<file path="src/rtl/st7735_window_scheduler.sv">
// ST7735 window writer: request -> CASET/RASET/RAMWR command frame followed by RGB565 pixel bytes.
// Optional feature macro ST7735_SCHED_FILL_EN adds REQ_FILL/REQ_COLOR for solid-colour fills.
module st7735_window_scheduler #(
    parameter int WIDTH      = 128,
    parameter int HEIGHT     = 160,
    parameter int COL_OFFSET = 2,
    parameter int ROW_OFFSET = 1
) (
    input  logic        SYSTEM_CLK,
    input  logic        RST_N,
    input  logic        INIT_DONE,
    input  logic        REQ_VALID,
    output logic        REQ_READY,
    input  logic [7:0]  REQ_X0,
    input  logic [7:0]  REQ_X1,
    input  logic [7:0]  REQ_Y0,
    input  logic [7:0]  REQ_Y1,
`ifdef ST7735_SCHED_FILL_EN
    input  logic        REQ_FILL,
    input  logic [15:0] REQ_COLOR,
`endif
    input  logic        PIX_VALID,
    output logic        PIX_READY,
    input  logic [15:0] PIX_DATA,
    output logic        TX_VALID,
    input  logic        TX_READY,
    output logic [7:0]  TX_BYTE,
    output logic        TX_DC,
    output logic        TX_LAST,
    output logic        BUSY,
    output logic        DONE,
    output logic        ERR
);

    typedef enum logic [3:0] {
        IDLE, CASET_C, CASET_D, RASET_C, RASET_D, RAMWR_C,
        PIX_WAIT, PIX_HI, PIX_LO, FINISH
    } state_t;

    localparam logic [8:0]  WIDTH_L   = 9'(WIDTH);
    localparam logic [8:0]  HEIGHT_L  = 9'(HEIGHT);
    localparam logic [15:0] COL_OFF_L = 16'(COL_OFFSET);
    localparam logic [15:0] ROW_OFF_L = 16'(ROW_OFFSET);

    state_t      state_reg;
    logic [7:0]  x0_reg, x1_reg, y0_reg, y1_reg;
    logic [1:0]  byte_idx_reg;
    logic [14:0] pix_count_reg;
    logic [15:0] pix_data_reg;
    logic        fill_reg;
    logic        tx_valid_reg;
    logic [7:0]  tx_byte_reg;
    logic        tx_dc_reg;
    logic        tx_last_reg;
    logic        pix_ready_reg;
    logic        busy_reg;
    logic        done_reg;
    logic        err_reg;

    logic        fill_req;
    logic [15:0] fill_color;
`ifdef ST7735_SCHED_FILL_EN
    assign fill_req   = REQ_FILL;
    assign fill_color = REQ_COLOR;
`else
    assign fill_req   = 1'b0;
    assign fill_color = 16'h0000;
`endif

    logic        req_fire;
    logic        req_ok;
    logic        tx_fire;
    logic [8:0]  win_w, win_h;
    logic [14:0] win_area;

    assign req_fire = REQ_VALID && INIT_DONE && (state_reg == IDLE);
    assign req_ok   = (REQ_X0 <= REQ_X1) && ({1'b0, REQ_X1} < WIDTH_L) &&
                      (REQ_Y0 <= REQ_Y1) && ({1'b0, REQ_Y1} < HEIGHT_L);
    assign tx_fire  = tx_valid_reg && TX_READY;
    assign win_w    = {1'b0, REQ_X1} - {1'b0, REQ_X0} + 9'd1;
    assign win_h    = {1'b0, REQ_Y1} - {1'b0, REQ_Y0} + 9'd1;
    // Only meaningful for valid windows; 128x160 = 20480 fits in 15 bits.
    assign win_area = 15'(win_w) * 15'(win_h);

    // Address payload: [0..3] = CASET bytes, [4..7] = RASET bytes, MSB first.
    logic [15:0] win_words [4];
    logic [7:0]  win_bytes [8];
    logic [1:0]  byte_idx_inc;

    assign win_words[0] = {8'd0, x0_reg} + COL_OFF_L;
    assign win_words[1] = {8'd0, x1_reg} + COL_OFF_L;
    assign win_words[2] = {8'd0, y0_reg} + ROW_OFF_L;
    assign win_words[3] = {8'd0, y1_reg} + ROW_OFF_L;

    for (genvar gi = 0; gi < 4; gi++) begin : g_split
        assign win_bytes[2*gi]   = win_words[gi][15:8];
        assign win_bytes[2*gi+1] = win_words[gi][7:0];
    end

    assign byte_idx_inc = byte_idx_reg + 2'd1;

    always_ff @(posedge SYSTEM_CLK or negedge RST_N) begin
        if (!RST_N) begin
            state_reg     <= IDLE;
            x0_reg        <= 8'd0;
            x1_reg        <= 8'd0;
            y0_reg        <= 8'd0;
            y1_reg        <= 8'd0;
            byte_idx_reg  <= 2'd0;
            pix_count_reg <= 15'd0;
            pix_data_reg  <= 16'd0;
            fill_reg      <= 1'b0;
            tx_valid_reg  <= 1'b0;
            tx_byte_reg   <= 8'd0;
            tx_dc_reg     <= 1'b0;
            tx_last_reg   <= 1'b0;
            pix_ready_reg <= 1'b0;
            busy_reg      <= 1'b0;
            done_reg      <= 1'b0;
            err_reg       <= 1'b0;
        end else begin
            done_reg <= 1'b0;
            err_reg  <= 1'b0;
            case (state_reg)
                IDLE: begin
                    if (req_fire) begin
                        if (req_ok) begin
                            x0_reg        <= REQ_X0;
                            x1_reg        <= REQ_X1;
                            y0_reg        <= REQ_Y0;
                            y1_reg        <= REQ_Y1;
                            pix_count_reg <= win_area;
                            fill_reg      <= fill_req;
                            pix_data_reg  <= fill_color;
                            busy_reg      <= 1'b1;
                            tx_valid_reg  <= 1'b1;
                            tx_byte_reg   <= 8'h2A;
                            tx_dc_reg     <= 1'b0;
                            tx_last_reg   <= 1'b0;
                            state_reg     <= CASET_C;
                        end else begin
                            err_reg <= 1'b1;
                        end
                    end
                end
                CASET_C: begin
                    if (tx_fire) begin
                        byte_idx_reg <= 2'd0;
                        tx_byte_reg  <= win_bytes[0];
                        tx_dc_reg    <= 1'b1;
                        state_reg    <= CASET_D;
                    end
                end
                CASET_D: begin
                    if (tx_fire) begin
                        byte_idx_reg <= byte_idx_inc;
                        if (byte_idx_reg == 2'd3) begin
                            tx_byte_reg <= 8'h2B;
                            tx_dc_reg   <= 1'b0;
                            tx_last_reg <= 1'b0;
                            state_reg   <= RASET_C;
                        end else begin
                            tx_byte_reg <= win_bytes[{1'b0, byte_idx_inc}];
                            tx_last_reg <= (byte_idx_inc == 2'd3);
                        end
                    end
                end
                RASET_C: begin
                    if (tx_fire) begin
                        byte_idx_reg <= 2'd0;
                        tx_byte_reg  <= win_bytes[4];
                        tx_dc_reg    <= 1'b1;
                        state_reg    <= RASET_D;
                    end
                end
                RASET_D: begin
                    if (tx_fire) begin
                        byte_idx_reg <= byte_idx_inc;
                        if (byte_idx_reg == 2'd3) begin
                            tx_byte_reg <= 8'h2C;
                            tx_dc_reg   <= 1'b0;
                            tx_last_reg <= 1'b0;
                            state_reg   <= RAMWR_C;
                        end else begin
                            tx_byte_reg <= win_bytes[{1'b1, byte_idx_inc}];
                            tx_last_reg <= (byte_idx_inc == 2'd3);
                        end
                    end
                end
                RAMWR_C: begin
                    // RAMWR keeps CS asserted: the pixel bytes belong to the same frame.
                    if (tx_fire) begin
                        if (fill_reg) begin
                            tx_byte_reg <= pix_data_reg[15:8];
                            tx_dc_reg   <= 1'b1;
                            state_reg   <= PIX_HI;
                        end else begin
                            tx_valid_reg  <= 1'b0;
                            pix_ready_reg <= 1'b1;
                            state_reg     <= PIX_WAIT;
                        end
                    end
                end
                PIX_WAIT: begin
                    if (PIX_VALID && pix_ready_reg) begin
                        pix_data_reg  <= PIX_DATA;
                        pix_ready_reg <= 1'b0;
                        tx_valid_reg  <= 1'b1;
                        tx_byte_reg   <= PIX_DATA[15:8];
                        tx_dc_reg     <= 1'b1;
                        tx_last_reg   <= 1'b0;
                        state_reg     <= PIX_HI;
                    end
                end
                PIX_HI: begin
                    if (tx_fire) begin
                        tx_byte_reg <= pix_data_reg[7:0];
                        tx_last_reg <= (pix_count_reg == 15'd1);
                        state_reg   <= PIX_LO;
                    end
                end
                PIX_LO: begin
                    if (tx_fire) begin
                        tx_last_reg <= 1'b0;
                        if (pix_count_reg == 15'd1) begin
                            pix_count_reg <= 15'd0;
                            tx_valid_reg  <= 1'b0;
                            done_reg      <= 1'b1;
                            state_reg     <= FINISH;
                        end else begin
                            pix_count_reg <= pix_count_reg - 15'd1;
                            if (fill_reg) begin
                                tx_byte_reg <= pix_data_reg[15:8];
                                state_reg   <= PIX_HI;
                            end else begin
                                tx_valid_reg  <= 1'b0;
                                pix_ready_reg <= 1'b1;
                                state_reg     <= PIX_WAIT;
                            end
                        end
                    end
                end
                FINISH: begin
                    busy_reg  <= 1'b0;
                    state_reg <= IDLE;
                end
                default: state_reg <= IDLE;
            endcase
        end
    end

    // Gated by RST_N so the handshake is closed while reset is held.
    assign REQ_READY = RST_N && INIT_DONE && (state_reg == IDLE);
    assign PIX_READY = pix_ready_reg;
    assign TX_VALID  = tx_valid_reg;
    assign TX_BYTE   = tx_byte_reg;
    assign TX_DC     = tx_dc_reg;
    assign TX_LAST   = tx_last_reg;
    assign BUSY      = busy_reg;
    assign DONE      = done_reg;
    assign ERR       = err_reg;

endmodule

</file>
<file path="config.mk">
export PLATFORM = sky130hd
export DESIGN_NAME = st7735_window_scheduler
export DESIGN_NICKNAME = d
export VERILOG_FILES = /design/src/rtl/st7735_window_scheduler.sv
export SDC_FILE = /design/constraint.sdc
export NUM_CORES = 1
export LEC_CHECK = 0
export CORE_ASPECT_RATIO = 1.5
export CORE_MARGIN = 2
export CORE_UTILIZATION = 50
export CTS_CLUSTER_DIAMETER = 50
export DETAILED_ROUTE_END_ITERATION = 12
export GPL_TIMING_DRIVEN = 1
export PLACE_DENSITY = 0.7
export SKIP_CTS_REPAIR_TIMING = 1
export SYNTH_ARGS = -nofsm -noshare
export SYNTH_HDL_FRONTEND = slang
export SYNTH_SLANG_ARGS = --single-unit
export TNS_END_PERCENT = 1
</file>
<file path="constraint.sdc">
create_clock -name SYSTEM_CLK -period 2.9 [get_ports SYSTEM_CLK]
set_input_delay 0.725 -clock SYSTEM_CLK [delete_from_list [all_inputs] [get_ports SYSTEM_CLK]]
set_output_delay 0.725 -clock SYSTEM_CLK [all_outputs]
set_load 0.01 [all_outputs]
</file>
==> metrics <==
status=complete, but fails checks; failing checks=setup timing; number of synthesized flops with an enable pin=0; core area=16100 sq um; Hold Fails Final Rpt=0; Antenna Cells=0; end-of-flow core utilization=0.721; syn_area_per_cell=8.42 sq um; CTS tree=done; CP endpoint kind=flop; # IOs=70; H-tree Lvls=3; global-route wire length before repair=37700 microns; CTS Buffer Depth=2; asr flop ratio synth=1.00; initial DRC count=363; WL/cell=17.3 microns; startpoint types=input port; Vias/cell=5.54; Antenna Nets Post-Route=0; Cell Count Post-Placement=1392; CTS root buf=clkbuf_16; row count=57; most frequent cells in the layout=buf_4 (181), inv_1 (121), nand2_1 (108); number of remaining DRC errors=0; max reg flops=15; worst-path fanout max=4; Die Y-Extent=161 microns; IO Port Bufs=69; vias after detailed routing=7854; Syn Inst Count=975; fin worst setup slack=-3.13 ns; CP arrival=6.28 ns; fin crit period=6.03 ns; Post-Syn Nets=1160; final setup vio count=71; Least-Margin Pin Slew=0.952 ns; Worst Hold Class=reg -> reg; Final Cycle Share=2.08; RD Place Congestion=0.968; WL final=24600 microns; total die area=17500 sq um; pin count of the biggest net entering global routing=77; sequential fraction of the synthesis area=0.232; Finished Cell Area=11600 sq um; Die W=109 microns; worst skew pair latency=0.33 ns; # Max-Cap Violations=0; GRT Overall Usage=0.272; Finished Layout Cells=1417; total congestion overflow=0; Starting Density=0.509; commonest non-fill, non-tap cell in the layout=buf_4; synthesized area=8210 sq um; CP Class=in -> reg; Yosys cell types=71; Post-DP HPWL=18900 microns; Worst slew margin=0.365; Final #Nets=1391; initial antenna violation count=0; Placed Instance Area=10600 sq um; Sink Count=76; Worst Path Required=3.15 ns; Slew Limit Fails=0; clk_skew=0.00727 ns; share of post-route cells with drive strength above 1=0.284; Num CTS Buffers=9; drt pass-1 iters=9; yosys synthesis warning count=0; FF+latch count, synth=76; RSZ-0062 raised after global routing=yes; Peak Freq=166 MHz; top_reg_cell synth=dfrtp_1; vias in the first global route=7911; clk slew on worst S/H paths=0.06 ns; area grow syn2layout=41.6%
## layout make-up
cell class	instances	area, sq um
multi-input cells	723	6420
well taps	206	258
repair buffers	258	2220
flip-flops and latches	76	1900
inverters	138	533
fillers	1227	4500
clock inverters	6	63.8
clock buffers	10	229
## critical path, cell delays in order
cell,delay (ns)
clkdlybuf4s50_1,0.48
inv_1,0.10
ha_4,0.27
ha_4,0.28
nand3_1,0.11
o2111ai_2,0.24
nand4_1,0.26
and2_4,0.23
buf_4,0.14
nor2_1,0.11
fa_1,0.46
fa_1,0.49
fa_1,0.56
inv_1,0.06
fa_1,0.52
inv_1,0.07
ha_4,0.19
buf_4,0.13
o41ai_2,0.32
o21ai_1,0.14
xnor3_1,0.21
o211ai_1,0.17
## final timing paths
kind | start | endpoint | slack [ns] | cells past startpoint
max | REQ_Y0[5] | pix_count_reg[14] | -3.13 | 22
min | TX_DC | TX_DC | 0.50 | 1
max reg2reg | pix_count_reg[7] | pix_count_reg[13] | 0.36 | 8
min reg2reg | TX_DC | TX_DC | 0.50 | 1
max in group asynchronous | RST_N | pix_count_reg[3] | 1.65 | 2
min in group asynchronous | RST_N | state_reg[3] | 0.64 | 2
## synthesized netlist by cell type (all sizes together) (3+ instances only)
cell	number	area share
a221oi	4	0.0043
o31a	3	0.0032
nand4	8	0.0061
and2	6	0.0046
nor4	5	0.0056
nor3	14	0.0091
o2111ai	3	0.0032
o31ai	11	0.010
inv	138	0.063
buf	4	0.0035
dfrtp	76	0.23
a211oi	14	0.018
or3	8	0.0067
xor2	22	0.023
a222oi	4	0.0049
o21ai	64	0.039
mux2	16	0.022
a31oi	4	0.0030
o211ai	12	0.011
nor3b	3	0.0027
nand2	109	0.050
nand3	26	0.017
ha	79	0.12
nor2b	6	0.0046
mux2i	12	0.015
nand2b	14	0.011
a22oi	8	0.0073
and3	7	0.0053
or2	9	0.0069
clkbuf	34	0.016
xnor2	26	0.028
a21oi	36	0.022
a21o	9	0.0082
a2111oi	6	0.0087
fa	52	0.13
o22ai	6	0.0046
nor2	91	0.042
## through the flow
stage | hold slack (ns) | worst slack [ns] | TNS, ns
floorplan | 0.429 | -2.95 | -28.67
global placement | 0.457 | -3.67 | -80.74
detailed placement | 0.473 | -3.81 | -82.95
CTS | 0.487 | -3.47 | -58.87
global route | 0.516 | -3.33 | -66.34
finish | 0.503 | -3.13 | -57.98
## cell families after synthesis
group / synth area share
AND/OR/NAND/NOR: 0.177
AO/OA/AOI/OAI: 0.168
buffers and inverters: 0.0823
adder cells (fa/ha/maj): 0.247
flip-flops: 0.232
XOR/XNOR: 0.0569
multiplexers: 0.0366
## routing by layer
metal | global-route usage | wire length, microns
met1 | 0.308 | 8880
met2 | 0.506 | 13500
met3 | 0.0199 | 982
met4 | 0.127 | 1240
met5 | 0 | 0
Power is not shown: default switching activity piles up to over one toggle a cycle in this logic, so the estimate is an artifact.
==> RTL change, RTL diff (same flow settings) <==
Re-encode `state_t` (10 states) as one-hot, 10 bits wide.
--- a/src/rtl/st7735_window_scheduler.sv
+++ b/src/rtl/st7735_window_scheduler.sv
@@ -33,7 +33,7 @@
 );
 
-    typedef enum logic [3:0] {
-        IDLE, CASET_C, CASET_D, RASET_C, RASET_D, RAMWR_C,
-        PIX_WAIT, PIX_HI, PIX_LO, FINISH
+    typedef enum logic [9:0] {
+        IDLE = 10'b0000000001, CASET_C = 10'b0000000010, CASET_D = 10'b0000000100, RASET_C = 10'b0000001000, RASET_D = 10'b0000010000, RAMWR_C = 10'b0000100000,
+        PIX_WAIT = 10'b0001000000, PIX_HI = 10'b0010000000, PIX_LO = 10'b0100000000, FINISH = 10'b1000000000
     } state_t;
 
Check against the original RTL: no difference found for any inputs over 4 cycles, from zero or initial values and one cycle with RST_N low; so few cycles prove little.
==> RTL change against the unedited design <==
  * The run still ends with setup timing left
  * Area after synthesis down 0.59%
  * Routed wire length down 6.8%
  * Worst setup slack worse by 0.23 ns
  * Cell area down 3.6%
  * Sequential cell count up 6
  * First-iteration DRC count down 20%
  * Count of clock-buffer cells in the layout down 1
  * Via count down 6.5%
  * Fmax down 3.6%
  * Critical path type unchanged
  * Critical endpoint unchanged
Power is left out: the tool's default activity adds up to more than one toggle a clock period on the data nets, which glitch-free logic cannot reach.
==> RTL change: results (changes against the unedited design) <==
The startpoint of the most critical register-to-register path is state_reg[1]$_DFFE_PN0P_. The worst hold-check slack came out at 0.500 ns (-0.00307 ns). The final instance area is 0.0112 mm^2 (-3.6%). The multi-input logic portion of the cell area is 0.544 (-0.00834). In this run the most critical hold path is launched from pix_data_reg[7]$_DFFE_PN0P_. The net total in the final layout is 1,292 (-7.1%).

The global-route wire length before repair came out at 36,600 um (-3.0%). The checks that failed: setup timing. The worst hold path terminates at pix_data_reg[7]$_DFFE_PN0P_. The total number of multi-input combinational cells came out at 656 (-9.3%).

The detailed placement HPWL was 17,900 um (-4.9%). Yosys attributes the largest share of cell area to sky130_fd_sc_hd__dfrtp_1 (25%), sky130_fd_sc_hd__fa_1 (13%), sky130_fd_sc_hd__ha_1 (12%). In this run the worst setup path begins at REQ_Y1[7].

The maximum number of pins on one net before global-route repair came out at 83 (+7.8%). The routed wirelength normalized by instance count came to 17.4 um (+0.19%). The mux cell area share after synthesis is 0.0701 (+0.0335). The DRC marker count from the first detailed-route iteration is 290 (-20%). The detailed-router iteration count before antenna repair is 7 (-2). The part of the Yosys area used for sequential elements came out at 0.252 (+0.0199).

The post-synth net total is 1,079 (-7.0%). The slew of the pin with the lowest slew margin is 1.07 ns (+0.117 ns). The worst reg-to-reg setup slack is 0.18 ns (-0.18 ns).

The insertion delay of the later-clocked pin in the worst-skew pair came out at 0.35 ns (+0.02 ns). The average cell area after synthesis is 9.13 um^2 (+8.4%). The post-layout worst setup margin came out at -3.35 ns (-0.225 ns). The total of fill cells in the finished design is 1,269 (+3.4%). The pre-CTS setup slack is -4.06 ns (-0.253 ns). The final sum of negative setup slack is -48.24 ns (+9.74 ns).

The proportion of layout cells with a drive suffix above 1 is 0.294 (+0.0100). The adder and majority gate portion of the synthesized area is 0.249 (+0.00148). The sequential share of cell area is 0.183 (+0.0196). The synthesized-area fraction occupied by ao, oa, aoi and oai cells is 0.139 (-0.0291). The total setup violations reported at the end of the flow came to 74 (+4.2%).

The cell area reported after detailed placement was 0.0104 mm^2 (-1.9%). The horizontal die dimension came to 108 um (-0.29%). The number of vias in the routed layout is 7,345 (-6.5%). The flow ran to the end, but the final reports show violations. The arrival time of data at the critical path endpoint came out at 6.48 ns (+0.20 ns).

The final weighted congestion of routability-driven global placement came out at 0.877 (-9.4%). The endpoint of the worst-slack reg-to-reg timing path is TX_BYTE[5]$_DFFE_PN0P_. The layout inverter count without the clock tree came out at 130 (-5.8%).
-- RTL change: cell count changes after synthesis, moves of 5 or more --
cell / before / now
sky130_fd_sc_hd__mux2i_1: 12 / 2
sky130_fd_sc_hd__nand2_1: 109 / 55
sky130_fd_sc_hd__a32oi_1: 0 / 5
sky130_fd_sc_hd__and3_1: 7 / 18
sky130_fd_sc_hd__o21ai_0: 63 / 39
sky130_fd_sc_hd__inv_1: 138 / 129
sky130_fd_sc_hd__a22o_1: 1 / 9
sky130_fd_sc_hd__dfrtp_1: 76 / 81
sky130_fd_sc_hd__clkbuf_1: 33 / 18
sky130_fd_sc_hd__nor2_1: 90 / 79
sky130_fd_sc_hd__mux2_2: 16 / 45
-- RTL change: routing by layer --
| layer | global-route usage | vias to the layer above |
|---|---|---|
| li1 | - | 3456 |
| met1 | 0.295 | 3582 |
| met2 | 0.508 | 233 |
| met3 | 0.0268 | 74 |
| met4 | 0.113 | 0 |
| met5 | 0 | - |
